**config.mk**
```make
export PLATFORM = sky130hd
export DESIGN_NAME = pipe_stage_skid
export DESIGN_NICKNAME = d
export VERILOG_FILES = /design/src/rtl/pipe_stage_skid.sv
export SDC_FILE = /design/constraint.sdc
export NUM_CORES = 1
export LEC_CHECK = 0
export ABC_CLOCK_PERIOD_IN_PS = 8900
export CAP_MARGIN = 20
export CORE_UTILIZATION = 50
export DETAILED_ROUTE_END_ITERATION = 16
export GPL_ROUTABILITY_DRIVEN = 0
export PLACE_DENSITY_LB_ADDON = 0.1
export SYNTH_ARGS = -nofsm -noshare
export SYNTH_HDL_FRONTEND = slang
export SYNTH_SLANG_ARGS = --single-unit
```
**constraint.sdc**
```tcl
create_clock -name clk -period 8.9 [get_ports clk]
set_input_delay 1.78 -clock clk [delete_from_list [all_inputs] [get_ports clk]]
set_output_delay 1.78 -clock clk [all_outputs]
set_load 0.02 [all_outputs]
```
**src/rtl/pipe_stage_skid.sv**
```systemverilog
// ---------------------------------------------------------------------------
// pipe_stage_skid
//
// Elastic pipeline register placed between two CPU pipeline stages. It
// carries a payload, control bits and a destination register index through
// a valid/ready handshake and holds up to two entries: the main entry, which
// drives the outputs, and a skid entry, which catches the one extra entry
// that can arrive in the cycle the downstream stage starts to stall. A
// synchronous flush throws away everything held and turns the stage into a
// bubble. A saturating counter records how many cycles the stage spent
// holding a valid entry that downstream refused, for performance debug.
//
// Parameters
//   DATA_W  payload width
//   CTRL_W  control-bit width (reads as zero on bubbles)
//   IDX_W   destination register index width
//   CNT_W   stall counter width
//
// Ports
//   clk        clock, rising edge
//   reset      asynchronous, active-high; clears all state
//   in_valid   upstream entry valid
//   in_ready   stage can accept this cycle (registered-state decode only)
//   in_data    upstream payload
//   in_ctrl    upstream control bits
//   in_idx     upstream destination index
//   flush      synchronous kill of all held entries
//   out_valid  output entry valid
//   out_ready  downstream accepts output
//   out_data   payload of head entry (holds last value while empty)
//   out_ctrl   control of head entry, zero when out_valid is low
//   out_idx    destination index of head entry (holds while empty)
//   clr_cnt    synchronous clear of stall_cnt
//   stall_cnt  saturating count of stalled cycles
// ---------------------------------------------------------------------------
module pipe_stage_skid #(
  parameter int DATA_W = 97,
  parameter int CTRL_W = 6,
  parameter int IDX_W  = 5,
  parameter int CNT_W  = 16
) (
  input  logic              clk,
  input  logic              reset,
  input  logic              in_valid,
  output logic              in_ready,
  input  logic [DATA_W-1:0] in_data,
  input  logic [CTRL_W-1:0] in_ctrl,
  input  logic [IDX_W-1:0]  in_idx,
  input  logic              flush,
  output logic              out_valid,
  input  logic              out_ready,
  output logic [DATA_W-1:0] out_data,
  output logic [CTRL_W-1:0] out_ctrl,
  output logic [IDX_W-1:0]  out_idx,
  input  logic              clr_cnt,
  output logic [CNT_W-1:0]  stall_cnt
);

  typedef enum logic [1:0] {
    EMPTY = 2'd0,
    ONE   = 2'd1,
    FULL  = 2'd2
  } state_t;

  state_t state;
  state_t next_state;

  logic [DATA_W-1:0] main_data;
  logic [CTRL_W-1:0] main_ctrl;
  logic [IDX_W-1:0]  main_idx;
  logic [DATA_W-1:0] skid_data;
  logic [CTRL_W-1:0] skid_ctrl;
  logic [IDX_W-1:0]  skid_idx;

  logic accept;
  logic take;
  logic load_main_in;
  logic load_skid;
  logic move_skid;

  // Handshake flags come only from the registered state, so neither ready
  // nor valid has a combinational path from the opposite side of the stage.
  assign in_ready  = (state != FULL);
  assign out_valid = (state != EMPTY);
  assign accept    = in_valid & in_ready;
  assign take      = out_valid & out_ready;

  // The main entry is always the head of the queue; control bits are masked
  // so a bubble can never leak stale control into the next stage.
  assign out_data = main_data;
  assign out_idx  = main_idx;
  assign out_ctrl = main_ctrl & {CTRL_W{out_valid}};

  // Next-state and load decode. New input only goes to main when main is
  // free or is being handed off this cycle, otherwise it lands in skid; the
  // skid entry is only ever promoted into main, which keeps strict FIFO
  // order. Flush overrides everything and suppresses all loads so the
  // same-cycle input is dropped.
  always_comb begin
    next_state   = state;
    load_main_in = 1'b0;
    load_skid    = 1'b0;
    move_skid    = 1'b0;
    case (state)
      EMPTY: begin
        if (accept) begin
          next_state   = ONE;
          load_main_in = 1'b1;
        end
      end
      ONE: begin
        if (accept && take) begin
          load_main_in = 1'b1;
        end else if (accept) begin
          next_state = FULL;
          load_skid  = 1'b1;
        end else if (take) begin
          next_state = EMPTY;
        end
      end
      FULL: begin
        if (take) begin
          next_state = ONE;
          move_skid  = 1'b1;
        end
      end
      default: begin
        next_state = EMPTY;
      end
    endcase
    if (flush) begin
      next_state   = EMPTY;
      load_main_in = 1'b0;
      load_skid    = 1'b0;
      move_skid    = 1'b0;
    end
  end

  // Occupancy state register; reset discards entries immediately.
  always_ff @(posedge clk or posedge reset) begin
    if (reset) begin
      state <= EMPTY;
    end else begin
      state <= next_state;
    end
  end

  // Main entry storage. It is left untouched while empty so the payload
  // and index keep showing the last delivered entry.
  always_ff @(posedge clk or posedge reset) begin
    if (reset) begin
      main_data <= '0;
      main_ctrl <= '0;
      main_idx  <= '0;
    end else if (load_main_in) begin
      main_data <= in_data;
      main_ctrl <= in_ctrl;
      main_idx  <= in_idx;
    end else if (move_skid) begin
      main_data <= skid_data;
      main_ctrl <= skid_ctrl;
      main_idx  <= skid_idx;
    end
  end

  // Skid entry storage, written only by the single entry that arrives in the
  // cycle downstream begins to stall.
  always_ff @(posedge clk or posedge reset) begin
    if (reset) begin
      skid_data <= '0;
      skid_ctrl <= '0;
      skid_idx  <= '0;
    end else if (load_skid) begin
      skid_data <= in_data;
      skid_ctrl <= in_ctrl;
      skid_idx  <= in_idx;
    end
  end

  // Stall counter: counts cycles with a valid head refused downstream,
  // sticks at all-ones, and a clear request beats a same-cycle increment.
  // Flush deliberately does not touch it.
  always_ff @(posedge clk or posedge reset) begin
    if (reset) begin
      stall_cnt <= '0;
    end else if (clr_cnt) begin
      stall_cnt <= '0;
    end else if (out_valid && !out_ready && (stall_cnt != {CNT_W{1'b1}})) begin
      stall_cnt <= stall_cnt + 1'b1;
    end
  end

endmodule

```
==> results by group <==
STA
  • Unrepaired setup endpoints after global routing: false
  • Max Fclk: 258 MHz
  • Share of the clock period used by the worst path: 43.6%
  • Final setup viols: 0
  • Worst clock skew on the final layout: 0.00546 ns
  • Count of pins over their slew limit: 0
  • Hold slack: 0.491 ns
  • Post-layout minimum cycle time: 3.88 ns
  • Final hold violations: 0
  • Relative slew slack: 29.0%
  • Fin Setup TNS: 0 ns
  • Slew of the pin with the lowest slew margin: 1.06 ns

Routing
  • Average via count per standard cell: 5.23
  • Number of optimization iterations in the first detailed-route pass: 4
  • Avg WL per Cell: 16.6 um
  • Residual antenna-violating net count after detailed routing: 0
  • Total via count in the routed design: 7003
  • Iteration-0 DRC Markers: 224
  • Aggregate routed wire length: 22200 um
  • Residual DRC: 0

Placement
  • Count of buffers from port buffering: 239
  • Number of cells in the design after placement: 1290
  • DP Wirelength: 14100 um
  • Post-Place Cell Area: 12600 um^2

Final layout
  • Cell area after layout: 13500 um^2
  • Leading cell types in the layout, fill and taps excluded: clkdlybuf4s50_1, dfrtp_1, a21oi_1, nor2_1, mux2i_1
  • Most frequent standard cell in the layout excluding fill and tap cells: clkdlybuf4s50_1
  • Count of antenna diodes in the layout: 0
  • Area Overhead vs Synth: 33.7%
  • Fillcell total: 1502
  • Nets: 1169
  • Register area: 5860 um^2
  • Footprint of the multi-input gates: 3940 um^2
  • Share of final-layout standard cells stronger than drive strength 1: 13.1%
  • Layout Cells excl Fill: 1339

Floorplan
  • Starting density of the core: 51.4%
  • Area of the core region: 19600 um^2
  • Total die area: 20700 um^2
  • Standard-cell row count: 51
  • Boundary pin count: 240
  • Die Span X: 144 um
  • Y dimension of the die: 144 um

Pwr
  • Internal portion of total power: 2280 uW
  • Switching share of power: 26.9%
  • Leakage power figure: 0.00546 uW
  • Sequential power share: 45.5%
  • Pwr per Cell Area: 232 nW/um^2
  • Net switching power figure: 840 uW
  • Clock share of power: 32.9%
  • Worst ir drop on vdd: 0.000165 V
  • Comb pwr share: 21.6%

Global routing
  • Global-route wire length before repair: 35300 um
  • Number of global-route vias before repair: 6835
  • Gr busiest metal: met2
  • Met2 track demand over resource: 34.4%
  • Global-route total usage across every layer: 21.5%
  • Pin count of the biggest net entering global routing: 116
  • GR met1 Demand/Resource: 28.5%
  • Number of antenna violations at the first check in global routing: 0
  • Overall overflow remaining after global route: 0
  • Met3 Usage GRT: 7.00%

Critical path
  • Kind of capture point of the worst setup path: output port
  • Worst path required time: 7.12 ns
  • Nature of the critical path startpoint: flop
  • Arrival @ worst endpoint: 2.10 ns
  • Largest stage delay on the critical path: 0.58 ns
  • Cell-by-cell listing of the critical path: nor2_1 > nor2b_1 > clkdlybuf4s50_1
  • Critical-path maximum fanout: 9
  • Combined buffer and inverter count along the critical path: 1
  • Master of the slowest instance on the critical path: clkdlybuf4s50_1
  • Crit path max-delay family: buffers and inverters
  • Start-to-end type of the worst setup path: reg2out

Clocking
  • Clock tree from TritonCTS: built
  • Clock Sink Count: 234
  • CTS Buf Count: 26
  • Max clock buf depth: 3
  • Post-cts sizing count: 0
  • H-tree depth: 1
  • Clock-pin slew of the registers on the worst-case setup and hold paths: 0.06 ns
  • Clk root buf: clkbuf_16
  • Clock latency reported for the late side of the worst-skew pair: 0.51 ns
  • Setup Fix Bufs, Post-CTS: 0
  • Cts-stage hold buffer count: 0

Logic synthesis
  • Largest area contributor in the netlist: dfrtp_1
  • Leading register cell type out of synthesis: dfrtp_1
  • Syn nets: 945
  • Cell types occupying the most area after synthesis: dfrtp_1, mux2i_1, mux2_2
  • Share of the synthesized area in the top cell type: 58.1%
  • Cell area after technology mapping: 10100 um^2
  • Mean cell area of the mapped netlist: 12.1 um^2
  • Number of unique standard cell types used by synthesis: 40
  • Gate count of the mapped netlist: 830
  • Flop and latch count out of synthesis: 234
  • Count of flip-flops with a built-in enable after synthesis: 0
  • Sequential fraction of the synthesis area: 58.1%
  • Warnings from Yosys: 0
  • FFs w/ async S/R, synth: 100%

Flow run
  • Number of max-capacitance violations reported: 0

Run status
  • Outcome: complete, no violations

Min path
  • Class of the tightest hold or removal check: reg2reg
==> flip-flops by register name (all words and copies together) (netlist names) <==
register / flops
skid_ctrl: 6
state: 2
out_data: 97
skid_data: 97
skid_idx: 5
out_idx: 5
main_ctrl: 6
stall_cnt: 16
==> per-layer routing <==
metal | part of all wire (%) | wire length, um | vias to the layer above
met4 | 1.3 | 292 | 0
met5 | 0 | 0 | -
met3 | 8.5 | 1890 | 23
li1 | - | - | 3387
met1 | 43 | 9610 | 3414
met2 | 47 | 10500 | 179
==> path summary, 6_finish.rpt <==
| path | from | end | slack, ns | cells after the start |
|---|---|---|---|---|
| max | state[0]$_DFFE_PP0P_ | out_ctrl[3] | 5.02 | 3 |
| max reg2reg | state[0]$_DFFE_PP0P_ | out_data[49]$_DFFE_PP0P_ | 6.56 | 5 |
| min in group asynchronous | reset | skid_data[24]$_DFFE_PP0P_ | 1.85 | 2 |
| min reg2reg | skid_data[55]$_DFFE_PP0P_ | skid_data[55]$_DFFE_PP0P_ | 0.49 | 1 |
| min | skid_data[55]$_DFFE_PP0P_ | skid_data[55]$_DFFE_PP0P_ | 0.49 | 1 |
| max in group asynchronous | reset | out_data[63]$_DFFE_PP0P_ | 5.65 | 3 |
==> power by group through the flow <==
stage | Sequential, uW | Clock [uW] | Combinational (uW)
after floorplan | 1510 | 0 | 277
after global placement | 1430 | 0 | 661
after detailed placement | 1440 | 0 | 677
after CTS | 1420 | 1060 | 680
after global routing | 1450 | 1100 | 729
final | 1420 | 1030 | 673
==> logic make-up after synthesis <==
kind of cell	Yosys count	synth area share [%]
and+or+nand+nor	177	8.10
DFF	234	58.1
muxes	221	23.4
buffers and inverters	58	2.96
adders and majority gates	1	0.124
AOI/OAI and AO/OA	139	7.34
==> through the flow <==
| step | power, uW | util [%] | setup slack (ns) |
|---|---|---|---|
| floorplan | 1790 | - | 0.702 |
| detailed placement | 2110 | 64.4 | 4.80 |
| CTS | 3160 | 68.6 | 4.99 |
| global placement | 2090 | 64.4 | 4.82 |
| finish | 3120 | 68.8 | 5.02 |
| global route | 3280 | 68.8 | 4.88 |
==> final cells by class <==
type / instances / share of cell area [%]
Tap cell: 265 / 2.46
Sequential cell: 234 / 43.5
Multi-Input combinational cell: 538 / 29.2
Clock buffer: 43 / 5.98
Clock inverter: 5 / 0.214
Timing Repair Buffer: 248 / 18.4
Inverter: 6 / 0.223
==> worst register-to-register path: stages (launching register included) <==
cell,delay (ns)
dfrtp_1,0.46
nand2b_1,0.26
nor3b_4,0.23
buf_4,0.78
mux2i_1,0.37
a21oi_1,0.09
==> cells in the mapped netlist, drive strengths merged, types with 2 or more instances <==
master  number
or4          4
nand3        6
or3          2
o41ai        3
buf         33
nor4         6
inv          6
a21oi      121
nand2b       4
nor2b       12
nor2       116
clkbuf      19
nand2        9
mux2i      109
o31ai        3
and3         4
a31oi        2
nor3         3
dfrtp      234
mux2       112
o21ai        3
nand4        4
a211oi       3
nor3b        3
No activity file was read; power rests on OpenSTA's default activity.
